**src/rtl/dsram_ctrl_if.sv**
```systemverilog
// AXI4-Lite bus between the data-SRAM sequencing controller and the SRAM slave.
// The controller takes the master modport; the SRAM model takes the slave modport.
interface dsram_ctrl_if #(
    parameter int ADDR_W = 32,
    parameter int DATA_W = 32,
    parameter int STRB_W = 8
);
    logic [ADDR_W-1:0] araddr;
    logic              arvalid;
    logic              arready;
    logic [DATA_W-1:0] rdata;
    logic [1:0]        rresp;
    logic              rvalid;
    logic              rready;
    logic [ADDR_W-1:0] awaddr;
    logic              awvalid;
    logic              awready;
    logic [DATA_W-1:0] wdata;
    logic [STRB_W-1:0] wstrb;
    logic              wvalid;
    logic              wready;
    logic [1:0]        bresp;
    logic              bvalid;
    logic              bready;

    modport master (
        output araddr, arvalid, rready, awaddr, awvalid, wdata, wstrb, wvalid, bready,
        input  arready, rdata, rresp, rvalid, awready, wready, bresp, bvalid
    );

    modport slave (
        input  araddr, arvalid, rready, awaddr, awvalid, wdata, wstrb, wvalid, bready,
        output arready, rdata, rresp, rvalid, awready, wready, bresp, bvalid
    );
endinterface

```
**src/rtl/dsram_ctrl.sv**
```systemverilog
// Data-SRAM sequencing controller: one memory micro-op at a time over AXI4-Lite,
// load alignment/extension, non-memory bypass and a per-state hang watchdog.
module dsram_ctrl #(
    parameter int ADDR_W      = 32,
    parameter int DATA_W      = 32,
    parameter int STRB_W      = 8,
    parameter int TIMEOUT     = 1023,
    parameter int INST_TYPE_W = 3,
    parameter int LSU_OP_W    = 4
) (
    input  logic                   clk,
    input  logic                   rst,
    input  logic                   valid_pre_i,
    output logic                   ready_pre_o,
    input  logic [INST_TYPE_W-1:0] inst_type_i,
    input  logic [LSU_OP_W-1:0]    lsu_op_i,
    input  logic [ADDR_W-1:0]      araddr_i,
    input  logic [ADDR_W-1:0]      roff_i,
    input  logic [ADDR_W-1:0]      awaddr_i,
    input  logic [DATA_W-1:0]      wdata_i,
    input  logic [STRB_W-1:0]      wstrb_i,
    input  logic [DATA_W-1:0]      alu_result_i,
    dsram_ctrl_if.master           axi,
    output logic                   valid_post_o,
    input  logic                   ready_post_i,
    output logic [DATA_W-1:0]      result_o,
    output logic                   err_o
);
    localparam logic [INST_TYPE_W-1:0] INST_LOAD  = INST_TYPE_W'(1);
    localparam logic [INST_TYPE_W-1:0] INST_STORE = INST_TYPE_W'(2);
    localparam logic [LSU_OP_W-1:0]    LSU_LB     = LSU_OP_W'(1);
    localparam logic [LSU_OP_W-1:0]    LSU_LH     = LSU_OP_W'(2);
    localparam logic [LSU_OP_W-1:0]    LSU_LBU    = LSU_OP_W'(4);
    localparam logic [LSU_OP_W-1:0]    LSU_LHU    = LSU_OP_W'(5);
    localparam int                     CNT_W      = (TIMEOUT < 2) ? 1 : $clog2(TIMEOUT + 1);

    typedef enum logic [2:0] {
        ST_IDLE    = 3'd0,
        ST_RD_ADDR = 3'd1,
        ST_RD_DATA = 3'd2,
        ST_WR_REQ  = 3'd3,
        ST_WR_RESP = 3'd4,
        ST_DONE    = 3'd5
    } state_t;

    state_t              state_r, state_nxt_s;
    logic [LSU_OP_W-1:0] lsu_op_r, lsu_op_nxt_s;
    logic [1:0]          roff_r, roff_nxt_s;
    logic [ADDR_W-1:0]   araddr_r, araddr_nxt_s;
    logic                arvalid_r, arvalid_nxt_s;
    logic                rready_r, rready_nxt_s;
    logic [ADDR_W-1:0]   awaddr_r, awaddr_nxt_s;
    logic                awvalid_r, awvalid_nxt_s;
    logic [DATA_W-1:0]   wdata_r, wdata_nxt_s;
    logic [STRB_W-1:0]   wstrb_r, wstrb_nxt_s;
    logic                wvalid_r, wvalid_nxt_s;
    logic                bready_r, bready_nxt_s;
    logic                valid_post_r, valid_post_nxt_s;
    logic [DATA_W-1:0]   result_r, result_nxt_s;
    logic                err_r, err_nxt_s;
    logic [CNT_W-1:0]    cnt_r, cnt_nxt_s;
    logic                timeout_s;
    logic                aw_done_s;
    logic                w_done_s;
    logic                unused_s;

    // Only the low two offset bits select a byte lane.
    assign unused_s = ^roff_i[ADDR_W-1:2];

    function automatic logic [DATA_W-1:0] load_ext(input logic [LSU_OP_W-1:0] op,
                                                   input logic [DATA_W-1:0] v);
        logic [DATA_W-1:0] r;
        r = v;
        case (op)
            LSU_LB:  r = {{(DATA_W-8){v[7]}}, v[7:0]};
            LSU_LBU: r = {{(DATA_W-8){1'b0}}, v[7:0]};
            LSU_LH:  r = {{(DATA_W-16){v[15]}}, v[15:0]};
            LSU_LHU: r = {{(DATA_W-16){1'b0}}, v[15:0]};
            default: r = v;
        endcase
        return r;
    endfunction

    assign timeout_s = (cnt_r == CNT_W'(TIMEOUT));
    assign aw_done_s = !awvalid_r || axi.awready;
    assign w_done_s  = !wvalid_r || axi.wready;

    // Next-state and next-output computation for the sequencing FSM.
    always_comb begin
        state_nxt_s      = state_r;
        lsu_op_nxt_s     = lsu_op_r;
        roff_nxt_s       = roff_r;
        araddr_nxt_s     = araddr_r;
        arvalid_nxt_s    = arvalid_r;
        rready_nxt_s     = rready_r;
        awaddr_nxt_s     = awaddr_r;
        awvalid_nxt_s    = awvalid_r;
        wdata_nxt_s      = wdata_r;
        wstrb_nxt_s      = wstrb_r;
        wvalid_nxt_s     = wvalid_r;
        bready_nxt_s     = bready_r;
        valid_post_nxt_s = valid_post_r;
        result_nxt_s     = result_r;
        err_nxt_s        = err_r;
        cnt_nxt_s        = cnt_r;

        case (state_r)
            ST_IDLE: begin
                if (valid_pre_i) begin
                    lsu_op_nxt_s = lsu_op_i;
                    roff_nxt_s   = roff_i[1:0];
                    if (inst_type_i == INST_LOAD) begin
                        araddr_nxt_s  = araddr_i;
                        arvalid_nxt_s = 1'b1;
                        state_nxt_s   = ST_RD_ADDR;
                    end else if (inst_type_i == INST_STORE) begin
                        awaddr_nxt_s  = awaddr_i;
                        wdata_nxt_s   = wdata_i << {awaddr_i[1:0], 3'b000};
                        wstrb_nxt_s   = wstrb_i;
                        awvalid_nxt_s = 1'b1;
                        wvalid_nxt_s  = 1'b1;
                        state_nxt_s   = ST_WR_REQ;
                    end else begin
                        result_nxt_s     = alu_result_i;
                        valid_post_nxt_s = 1'b1;
                        state_nxt_s      = ST_DONE;
                    end
                end else begin
                    state_nxt_s = ST_IDLE;
                end
            end
            ST_RD_ADDR: begin
                if (axi.arready) begin
                    arvalid_nxt_s = 1'b0;
                    rready_nxt_s  = 1'b1;
                    state_nxt_s   = ST_RD_DATA;
                end else begin
                    cnt_nxt_s = cnt_r + CNT_W'(1);
                end
            end
            ST_RD_DATA: begin
                if (axi.rvalid) begin
                    rready_nxt_s     = 1'b0;
                    result_nxt_s     = load_ext(lsu_op_r, axi.rdata >> {roff_r, 3'b000});
                    err_nxt_s        = err_r || (axi.rresp != 2'b00);
                    valid_post_nxt_s = 1'b1;
                    state_nxt_s      = ST_DONE;
                end else begin
                    cnt_nxt_s = cnt_r + CNT_W'(1);
                end
            end
            ST_WR_REQ: begin
                awvalid_nxt_s = awvalid_r && !axi.awready;
                wvalid_nxt_s  = wvalid_r && !axi.wready;
                if (aw_done_s && w_done_s) begin
                    bready_nxt_s = 1'b1;
                    state_nxt_s  = ST_WR_RESP;
                end else begin
                    cnt_nxt_s = cnt_r + CNT_W'(1);
                end
            end
            ST_WR_RESP: begin
                if (axi.bvalid) begin
                    bready_nxt_s     = 1'b0;
                    result_nxt_s     = {DATA_W{1'b0}};
                    err_nxt_s        = err_r || (axi.bresp != 2'b00);
                    valid_post_nxt_s = 1'b1;
                    state_nxt_s      = ST_DONE;
                end else begin
                    cnt_nxt_s = cnt_r + CNT_W'(1);
                end
            end
            ST_DONE: begin
                if (ready_post_i) begin
                    valid_post_nxt_s = 1'b0;
                    state_nxt_s      = ST_IDLE;
                end else begin
                    state_nxt_s = ST_DONE;
                end
            end
            default: begin
                arvalid_nxt_s    = 1'b0;
                rready_nxt_s     = 1'b0;
                awvalid_nxt_s    = 1'b0;
                wvalid_nxt_s     = 1'b0;
                bready_nxt_s     = 1'b0;
                valid_post_nxt_s = 1'b0;
                state_nxt_s      = ST_IDLE;
            end
        endcase

        // Watchdog abort only when the wait state made no progress this cycle.
        if (timeout_s && (state_nxt_s == state_r) &&
            (state_r inside {ST_RD_ADDR, ST_RD_DATA, ST_WR_REQ, ST_WR_RESP})) begin
            arvalid_nxt_s    = 1'b0;
            rready_nxt_s     = 1'b0;
            awvalid_nxt_s    = 1'b0;
            wvalid_nxt_s     = 1'b0;
            bready_nxt_s     = 1'b0;
            result_nxt_s     = {DATA_W{1'b0}};
            err_nxt_s        = 1'b1;
            valid_post_nxt_s = 1'b1;
            state_nxt_s      = ST_DONE;
        end else begin
            err_nxt_s = err_nxt_s;
        end

        if (state_nxt_s != state_r) begin
            cnt_nxt_s = {CNT_W{1'b0}};
        end else begin
            cnt_nxt_s = cnt_nxt_s;
        end
    end

    // State and output registers with synchronous reset.
    always_ff @(posedge clk) begin
        if (rst) begin
            state_r      <= ST_IDLE;
            lsu_op_r     <= {LSU_OP_W{1'b0}};
            roff_r       <= 2'b00;
            araddr_r     <= {ADDR_W{1'b0}};
            arvalid_r    <= 1'b0;
            rready_r     <= 1'b0;
            awaddr_r     <= {ADDR_W{1'b0}};
            awvalid_r    <= 1'b0;
            wdata_r      <= {DATA_W{1'b0}};
            wstrb_r      <= {STRB_W{1'b0}};
            wvalid_r     <= 1'b0;
            bready_r     <= 1'b0;
            valid_post_r <= 1'b0;
            result_r     <= {DATA_W{1'b0}};
            err_r        <= 1'b0;
            cnt_r        <= {CNT_W{1'b0}};
        end else begin
            state_r      <= state_nxt_s;
            lsu_op_r     <= lsu_op_nxt_s;
            roff_r       <= roff_nxt_s;
            araddr_r     <= araddr_nxt_s;
            arvalid_r    <= arvalid_nxt_s;
            rready_r     <= rready_nxt_s;
            awaddr_r     <= awaddr_nxt_s;
            awvalid_r    <= awvalid_nxt_s;
            wdata_r      <= wdata_nxt_s;
            wstrb_r      <= wstrb_nxt_s;
            wvalid_r     <= wvalid_nxt_s;
            bready_r     <= bready_nxt_s;
            valid_post_r <= valid_post_nxt_s;
            result_r     <= result_nxt_s;
            err_r        <= err_nxt_s;
            cnt_r        <= cnt_nxt_s;
        end
    end

    // ready_pre is a pure decode of the state register, so it is high straight out of reset.
    assign ready_pre_o  = (state_r == ST_IDLE);
    assign axi.araddr   = araddr_r;
    assign axi.arvalid  = arvalid_r;
    assign axi.rready   = rready_r;
    assign axi.awaddr   = awaddr_r;
    assign axi.awvalid  = awvalid_r;
    assign axi.wdata    = wdata_r;
    assign axi.wstrb    = wstrb_r;
    assign axi.wvalid   = wvalid_r;
    assign axi.bready   = bready_r;
    assign valid_post_o = valid_post_r;
    assign result_o     = result_r;
    assign err_o        = err_r;
endmodule

```
**src/flat_wrapper.sv**
```systemverilog
// flat-port wrapper written by rule: the top's interface ports become plain ports
module dsram_ctrl_flat 
#(
    parameter int ADDR_W      = 32,
    parameter int DATA_W      = 32,
    parameter int STRB_W      = 8,
    parameter int TIMEOUT     = 1023,
    parameter int INST_TYPE_W = 3,
    parameter int LSU_OP_W    = 4
)
  (clk, rst, valid_pre_i, ready_pre_o, inst_type_i, lsu_op_i, araddr_i, roff_i, awaddr_i, wdata_i, wstrb_i, alu_result_i, valid_post_o, ready_post_i, result_o, err_o, axi_araddr, axi_arvalid, axi_rready, axi_awaddr, axi_awvalid, axi_wdata, axi_wstrb, axi_wvalid, axi_bready, axi_arready, axi_rdata, axi_rresp, axi_rvalid, axi_awready, axi_wready, axi_bresp, axi_bvalid);
  dsram_ctrl_if #(.ADDR_W(ADDR_W), .DATA_W(DATA_W), .STRB_W(STRB_W)) axi_i ();
  input  logic clk;
  input  logic rst;
  input  logic valid_pre_i;
  output logic ready_pre_o;
  input  logic [INST_TYPE_W-1:0] inst_type_i;
  input  logic [LSU_OP_W-1:0] lsu_op_i;
  input  logic [ADDR_W-1:0] araddr_i;
  input  logic [ADDR_W-1:0] roff_i;
  input  logic [ADDR_W-1:0] awaddr_i;
  input  logic [DATA_W-1:0] wdata_i;
  input  logic [STRB_W-1:0] wstrb_i;
  input  logic [DATA_W-1:0] alu_result_i;
  output logic valid_post_o;
  input  logic ready_post_i;
  output logic [DATA_W-1:0] result_o;
  output logic err_o;
  output wire logic [$bits(axi_i.araddr)-1:0] axi_araddr;
  output wire logic [$bits(axi_i.arvalid)-1:0] axi_arvalid;
  output wire logic [$bits(axi_i.rready)-1:0] axi_rready;
  output wire logic [$bits(axi_i.awaddr)-1:0] axi_awaddr;
  output wire logic [$bits(axi_i.awvalid)-1:0] axi_awvalid;
  output wire logic [$bits(axi_i.wdata)-1:0] axi_wdata;
  output wire logic [$bits(axi_i.wstrb)-1:0] axi_wstrb;
  output wire logic [$bits(axi_i.wvalid)-1:0] axi_wvalid;
  output wire logic [$bits(axi_i.bready)-1:0] axi_bready;
  input wire logic [$bits(axi_i.arready)-1:0] axi_arready;
  input wire logic [$bits(axi_i.rdata)-1:0] axi_rdata;
  input wire logic [$bits(axi_i.rresp)-1:0] axi_rresp;
  input wire logic [$bits(axi_i.rvalid)-1:0] axi_rvalid;
  input wire logic [$bits(axi_i.awready)-1:0] axi_awready;
  input wire logic [$bits(axi_i.wready)-1:0] axi_wready;
  input wire logic [$bits(axi_i.bresp)-1:0] axi_bresp;
  input wire logic [$bits(axi_i.bvalid)-1:0] axi_bvalid;
  assign axi_araddr = axi_i.araddr;
  assign axi_arvalid = axi_i.arvalid;
  assign axi_rready = axi_i.rready;
  assign axi_awaddr = axi_i.awaddr;
  assign axi_awvalid = axi_i.awvalid;
  assign axi_wdata = axi_i.wdata;
  assign axi_wstrb = axi_i.wstrb;
  assign axi_wvalid = axi_i.wvalid;
  assign axi_bready = axi_i.bready;
  assign axi_i.arready = axi_arready;
  assign axi_i.rdata = axi_rdata;
  assign axi_i.rresp = axi_rresp;
  assign axi_i.rvalid = axi_rvalid;
  assign axi_i.awready = axi_awready;
  assign axi_i.wready = axi_wready;
  assign axi_i.bresp = axi_bresp;
  assign axi_i.bvalid = axi_bvalid;
  dsram_ctrl #(.ADDR_W(ADDR_W), .DATA_W(DATA_W), .STRB_W(STRB_W), .TIMEOUT(TIMEOUT), .INST_TYPE_W(INST_TYPE_W), .LSU_OP_W(LSU_OP_W)) u_core (.clk(clk), .rst(rst), .valid_pre_i(valid_pre_i), .ready_pre_o(ready_pre_o), .inst_type_i(inst_type_i), .lsu_op_i(lsu_op_i), .araddr_i(araddr_i), .roff_i(roff_i), .awaddr_i(awaddr_i), .wdata_i(wdata_i), .wstrb_i(wstrb_i), .alu_result_i(alu_result_i), .axi(axi_i), .valid_post_o(valid_post_o), .ready_post_i(ready_post_i), .result_o(result_o), .err_o(err_o));
endmodule
```
**config.mk**
```make
export PLATFORM = sky130hd
export DESIGN_NAME = dsram_ctrl_flat
export DESIGN_NICKNAME = d
export VERILOG_FILES = /design/src/rtl/dsram_ctrl_if.sv /design/src/rtl/dsram_ctrl.sv /design/src/flat_wrapper.sv
export SDC_FILE = /design/constraint.sdc
export NUM_CORES = 1
export LEC_CHECK = 0
export BUFFER_PORTS_ARGS = -buffer_cell sky130_fd_sc_hd__buf_2
export CAP_MARGIN = 0
export CORE_AREA = 2 2 143 145
export CTS_CLUSTER_DIAMETER = 100
export DETAILED_ROUTE_END_ITERATION = 8
export DIE_AREA = 0 0 145 147
export GPL_ROUTABILITY_DRIVEN = 0
export PLACE_DENSITY = 0.77
export SYNTH_ARGS = -nofsm -noshare
export SYNTH_HDL_FRONTEND = slang
export SYNTH_SLANG_ARGS = --single-unit
```
**constraint.sdc**
```tcl
create_clock -name clk -period 2.4 [get_ports clk]
set_input_delay 0.12 -clock clk [delete_from_list [all_inputs] [get_ports clk]]
set_output_delay 0.12 -clock clk [all_outputs]
set_load 0.05 [all_outputs]
```
; ---- Word level (Yosys, flattened, before mapping)
; Index checks and enable logic that the tools add are counted.
; Widths: inputs -> output; s select.
[word_totals]
output_inout_bits = 144
reg_bits = 162
word_cells = 144
input_bits = 220
[op_classes]
mux = 49
addsub = 1
shifts = 2
reduce_logical = 37
n_bitwise = 5
n_eq_ne = 34
[ops]
columns = cell, n
row1 = $mux 32, 5
row2 = $pmux 32 s4, 1
row3 = $pmux 32 s3, 1
row4 = $mux 10, 4
row5 = $pmux 10 s4, 1
row6 = $shl 32x5->32, 1
row7 = $shr 32x5->32, 1
row8 = $mux 3, 9
row9 = $mux 1, 20
row10 = $ne 2x2->1 const B, 10
row11 = $pmux 3 s6, 1
row12 = $reduce_or 4->1, 4
row13 = $pmux 1 s3, 5
row14 = $ne 3x3->1 const B, 4
row15 = $reduce_and 3->1, 4
row16 = $reduce_and 4->1, 3
row17 = $add 10x1->10 const B, 1
row18 = $eq 10x10->1 const B, 1
row19 = $eq 3x2->1 const B, 3
row20 = $eq 4x3->1 const B, 2
row21 = $ne 2x1->1 const B, 4
row22 = $reduce_and 7->1, 1
row23 = $eq 3x1->1 const B, 2
row24 = $eq 3x3->1 const B, 2
row25 = 19 further kinds, 38

; ---- Longest topological paths before layout
[depth]
depth_word = 11
ltp_mapped = 9

; ---- Worst setup path before layout
; No wires, ideal clock.
[synth_timing]
kind = reg-to-reg
start = register u_core.awvalid_r, in the netlist u_core.axi.awvalid
end = register u_core.cnt_r[9]
arrival_time_ps = 1955
slack_ps = 374
path_stages_with_launch = 6
period_less_slack_ps = 2026
required_time_ps = 2329
path_cell_list = dfxtp_1 nand2b_1 a311oi_4 nor2_4 or4b_1 a21oi_1
[synth_between]
elab_chain_len = 11
word_cells_on_any_way = 13
cone_classes = eq/ne: 3 / mux: 3 / reduce/logical: 7
[synth_rtl]
columns = element, line_no
row1 = start: declaration, dsram_ctrl.sv:53  ; logic awvalid_r, awvalid_nxt_s;
row2 = start signal: assignment, dsram_ctrl.sv:242  ; awvalid_r <= awvalid_nxt_s;
row3 = $logic_not 1->1 (*), dsram_ctrl.sv:85  ; assign aw_done_s = !awvalid_r || axi.awready;
row4 = $logic_or 1x1->1 (*), dsram_ctrl.sv:85
row5 = $logic_and 1x1->1 (*), dsram_ctrl.sv:155  ; if (aw_done_s && w_done_s) begin
row6 = $mux 3, dsram_ctrl.sv:155
row7 = $pmux 3 s6, dsram_ctrl.sv:107  ; case (state_r)
row8 = $eq 3x3->1, dsram_ctrl.sv:193  ; if (timeout_s && (state_nxt_s == state_r) &&
row9 = $logic_and 1x1->1 (2 in a row), dsram_ctrl.sv:193
row10 = $mux 3, dsram_ctrl.sv:193
row11 = $ne 3x3->1, dsram_ctrl.sv:208  ; if (state_nxt_s != state_r) begin
row12 = $reduce_or 2->1 (no source line), n/a
row13 = end signal: assignment, dsram_ctrl.sv:233  ; cnt_r <= {CNT_W{1'b0}};
row14 = end signal: assignment, dsram_ctrl.sv:250  ; cnt_r <= cnt_nxt_s;
row15 = end: declaration, dsram_ctrl.sv:61  ; logic [CNT_W-1:0] cnt_r, cnt_nxt_s;
; Mark *: on every way between the ends. The rest lies on a longest branch, timed or not.
; A chain may end at the register's enable or synchronous reset.

; ---- Worst setup path after layout
[layout_timing]
start = register u_core.roff_r[0]
end = register u_core.result_r[31], in the netlist u_core.result_o[31]
[layout_between]
elab_chain_len = 4
[layout_rtl]
columns = element, line_no
row1 = start: declaration, dsram_ctrl.sv:48  ; logic [1:0] roff_r, roff_nxt_s;
row2 = start signal: assignment, dsram_ctrl.sv:237  ; roff_r <= roff_nxt_s;
row3 = $shr 32x5->32, dsram_ctrl.sv:144  ; result_nxt_s = load_ext(lsu_op_r, axi.rdata >> {roff_r, 3'b000});
row4 = $pmux 32 s4, dsram_ctrl.sv:74  ; case (op)
row5 = $mux 32, dsram_ctrl.sv:142  ; if (axi.rvalid) begin
row6 = $pmux 32 s3, dsram_ctrl.sv:107
row7 = end signal: assignment, dsram_ctrl.sv:231  ; result_r <= {DATA_W{1'b0}};
row8 = end signal: assignment, dsram_ctrl.sv:248  ; result_r <= result_nxt_s;
row9 = end: declaration, dsram_ctrl.sv:59  ; logic [DATA_W-1:0] result_r, result_nxt_s;
; No other way between the ends. The select of a mux whose other input is x is not followed.

==> results.py <==
metrics = {
    "grt": {
        "grt_max_degree": 83,
        "grt_pass1_wl_mm": 42.7,
        "antenna_found_initial": 4,
        "grt_pass1_vias": 8238,
        "gr-usage-all-layers_pct": 24.9,
        "grt_overflow": 0,
    },
    "critical_path": {
        "cp-start-kind": "flip-flop",
        "path_cells": "buf_4, mux2_2, a211oi_1, a2111oi_4, buf_4, a221oi_1, nor3_1",
        "critPathCaptureType": "flip-flop",
        "slowest_delay_ns": 0.39,
        "crit_top_cell": "buf_4",
        "crit_required_ns": 2.70,
        "cp_num_buf_inv": 2,
        "cp_top_family": "compound AO/OA/AOI/OAI gates",
        "reg2reg_to": "u_core.result_o[31]",
        "reg2reg_from": "u_core.roff_r[0]",
        "reg2reg_slack_ns": 0.24,
        "slowest_stage": "dfxtp_1",
        "critPathArrivalTime_ns": 2.46,
        "crit_path_max_fanout": 12,
        "rr_worst_depth": 7,
        "critPathKind": "reg2reg",
    },
    "die": {
        "die_x_microns": 145,
        "initial_core_util_pct": 38.4,
        "ioPinCount": 364,
        "die_area_sq_um": 21300,
        "dieHeight_microns": 147,
        "core-area_sq_um": 19800,
        "num_rows": 52,
    },
    "outcome": {
        "status": "completed",
    },
    "synthesis": {
        "synth_top_family_by_area": "simple AND/OR/NAND/NOR gates",
        "synthAdderAreaFrac_pct": 0.164,
        "ys_seq_area_share_pct": 42.6,
        "syn_inst": 946,
        "synth_top_cells_by_count": "210 x nand2_1, 162 x dfxtp_1, 138 x a21oi_1",
        "yosys-top-cells-area": "dfxtp_1 43%, nand2_1 10%, a21oi_1 9.1%",
        "syn_area_per_cell_sq_um": 8.05,
        "ys.flop_type": "dfxtp_1",
        "ys_types": 70,
        "synth_most_common_cell": "nand2_1",
        "yosys.area.top_type_share_pct": 42.6,
        "synth_area_sq_um": 7620,
        "synth_compound_area_share_pct": 21.1,
        "ys_warn_count": 0,
        "syn-num-nets": 1167,
        "synth_edf_count": 0,
        "synth-seq-cells": 162,
        "async_flop_share_pct": 0,
        "synth.largest_area_cell": "dfxtp_1",
        "synth_xor_xnor_area_share_pct": 0.805,
        "synth_simple_gate_area_share_pct": 23.7,
        "muxShareOfSynthArea_pct": 6.26,
    },
    "cts": {
        "cts_buffer_depth": 2,
        "cts_root_buf": "clkbuf_16",
        "clock_latency_ns": 0.42,
        "numCtsBuffers": 17,
        "h-tree-depth": 4,
        "cts_tree": "built",
        "cts_num_sinks": 162,
        "clk_pin_slew_ns": 0.07,
    },
    "routing": {
        "antenna_left": 0,
        "drcViolationCount": 0,
        "num_vias": 8511,
        "avgRoutedWirePerCell_microns": 16.7,
        "first_pass_iters": 5,
        "wirelength_mm": 27.1,
        "first_iter_violations": 546,
        "avgViaCountPerCell": 5.24,
    },
    "timing": {
        "max-slew-margin-rel_pct": 54.1,
        "hold_viol": 0,
        "tightest_slew_ns": 0.686,
        "clock_skew_ns": 0.0151,
        "rsz0062_at_grt": "false",
        "worst_slack_ns": 0.235,
        "period_needed_ns": 2.16,
        "setup_tns_ns": 0,
        "timing.fmax_mhz": 462,
        "setup_viol": 0,
        "final_max_slew_viol_count": 0,
        "fin_crit_sh_pct": 90.2,
        "hold_slack_ns": 0.0255,
    },
    "cells_and_area": {
        "finalNonFillerCells": 1623,
        "fillers": 1770,
        "nets": 1557,
        "layout-drive-gt1-share_pct": 32.5,
        "area_growth_pct": 45.1,
    },
    "power_and_ir_drop": {
        "p_leak_nw": 4.76,
        "pwr-share-seq_pct": 36.3,
        "ir_worst_vdd_uv": 455,
        "sw_frac_of_total_pct": 35.6,
        "p_int_w": 0.00530,
        "p_per_area_nw_per_um2": 743,
        "switchingPower_w": 0.00292,
        "p_comb_share_pct": 29.3,
        "clkPwrFrac_pct": 34.4,
    },
    "run": {
        "cap_viol_max_count": 0,
    },
    "worst_hold_path": {
        "hp-class": "in2reg",
        "hp-start": "alu_result_i[2]",
        "min_to": "u_core.result_o[2]",
        "hold_depth": 3,
    },
    "placed_design": {
        "dp_hpwl_mm": 18.7,
        "dpl_worst_slack_ns": 0.191,
        "dp.cells": 1503,
        "port_buffers": 333,
    },
}
[flip-flops by register name (all words and copies together) (netlist names), 3 cells and up]
register / flops
u_core.state_r: 3
u_core.result_o: 32
u_core.axi.wdata: 32
u_core.axi.wstrb: 8
u_core.lsu_op_r: 4
u_core.axi.awaddr: 32
u_core.cnt_r: 10
u_core.axi.araddr: 32
[tightest hold or removal path, cell delays in order]
cell and delay, ns:
buf_2 0.09, a221oi_1 0.07, nor3_1 0.12
[worst max-delay path by stage]
stage | slack (ns) | cells past startpoint | to | start
finish | 0.24 | 7 | u_core.result_o[31] | u_core.roff_r[0]
detailed placement | 0.19 | 6 | u_core.cnt_r[9] | u_core.state_r[1]
floorplan | 0.37 | 5 | u_core.cnt_r[9] | u_core.axi.awvalid
global route | 0.09 | 7 | u_core.result_o[31] | u_core.roff_r[0]
CTS | 0.19 | 6 | u_core.cnt_r[9] | u_core.state_r[1]
global placement | 0.25 | 6 | u_core.cnt_r[7] | u_core.state_r[1]
[logic make-up (layout without fill, tap and decap cells)]
family                     count (synthesis)  in the layout
and+or+nand+nor                          398            398
adders and majority gates                  1              1
muxes                                     45             45
AOI/OAI and AO/OA                        249            249
DFF                                      162            162
xor gates and xnor gates                   7              7
buffers and inverters                     84            487
other                                      0              4
[metal layers]
metal / vias up / GRT usage (%) / part of all wire [%]
li1: 4101 / - / -
met1: 3933 / 28.5 / 39
met2: 414 / 44.3 / 50
met3: 63 / 6.83 / 8.4
met4: 0 / 9.46 / 3.2
met5: - / 0 / 0
[final cells by class]
class | count | area (sq um) | share of cell area, %
diodes | 4 | 10.0 | 0.0905
clock buffers | 19 | 443 | 4.01
clock inverters | 13 | 163 | 1.47
inverters | 7 | 26.3 | 0.238
multi-input cells | 700 | 3990 | 36.1
flip-flops and latches | 162 | 3240 | 29.3
well taps | 270 | 338 | 3.06
repair buffers | 448 | 2840 | 25.7
[per-stage QoR]
stage               total power (W)  util [%]  cell area [sq um]
floorplan                   0.00465         -               7620
global placement            0.00529      48.4               9600
detailed placement          0.00532      48.4               9600
CTS                         0.00824      55.6              11000
global route                0.00857      55.7              11100
finish                      0.00822      55.7              11100
[layout by cell type, fill, tap and decap left out, drive strengths merged, types with 5 or more instances in the layout]
cell         count
mux2i           33
o211ai           9
dfxtp          162
nand3           12
buf            364
nor3            44
a221oi          30
inv             14
dlygate4sd3     84
nor4             8
a21oi          140
mux2            11
o21ai           31
nor2            78
nor2b           12
clkbuf          19
a211oi          17
nand2          210
xor2             5
[power groups by stage]
stage               Combinational, W  Clock (W)  Sequential, W
finish                       0.00241    0.00282        0.00299
CTS                          0.00239    0.00287        0.00298
floorplan                    0.00105          0        0.00360
global route                 0.00258    0.00299        0.00301
detailed placement           0.00227          0        0.00304
global placement             0.00225          0        0.00304
[what timing repair did]
| action | CTS | global route |
|---|---|---|
| hold buffers | 83 | 1 |
| endpoints found under the setup margin | 0 | 6 |
| setup buffers | 0 | 0 |
| resized for setup | 0 | 2 |
| hold endpoints to repair | 83 | 1 |
(Power assumes the default switching activity.)
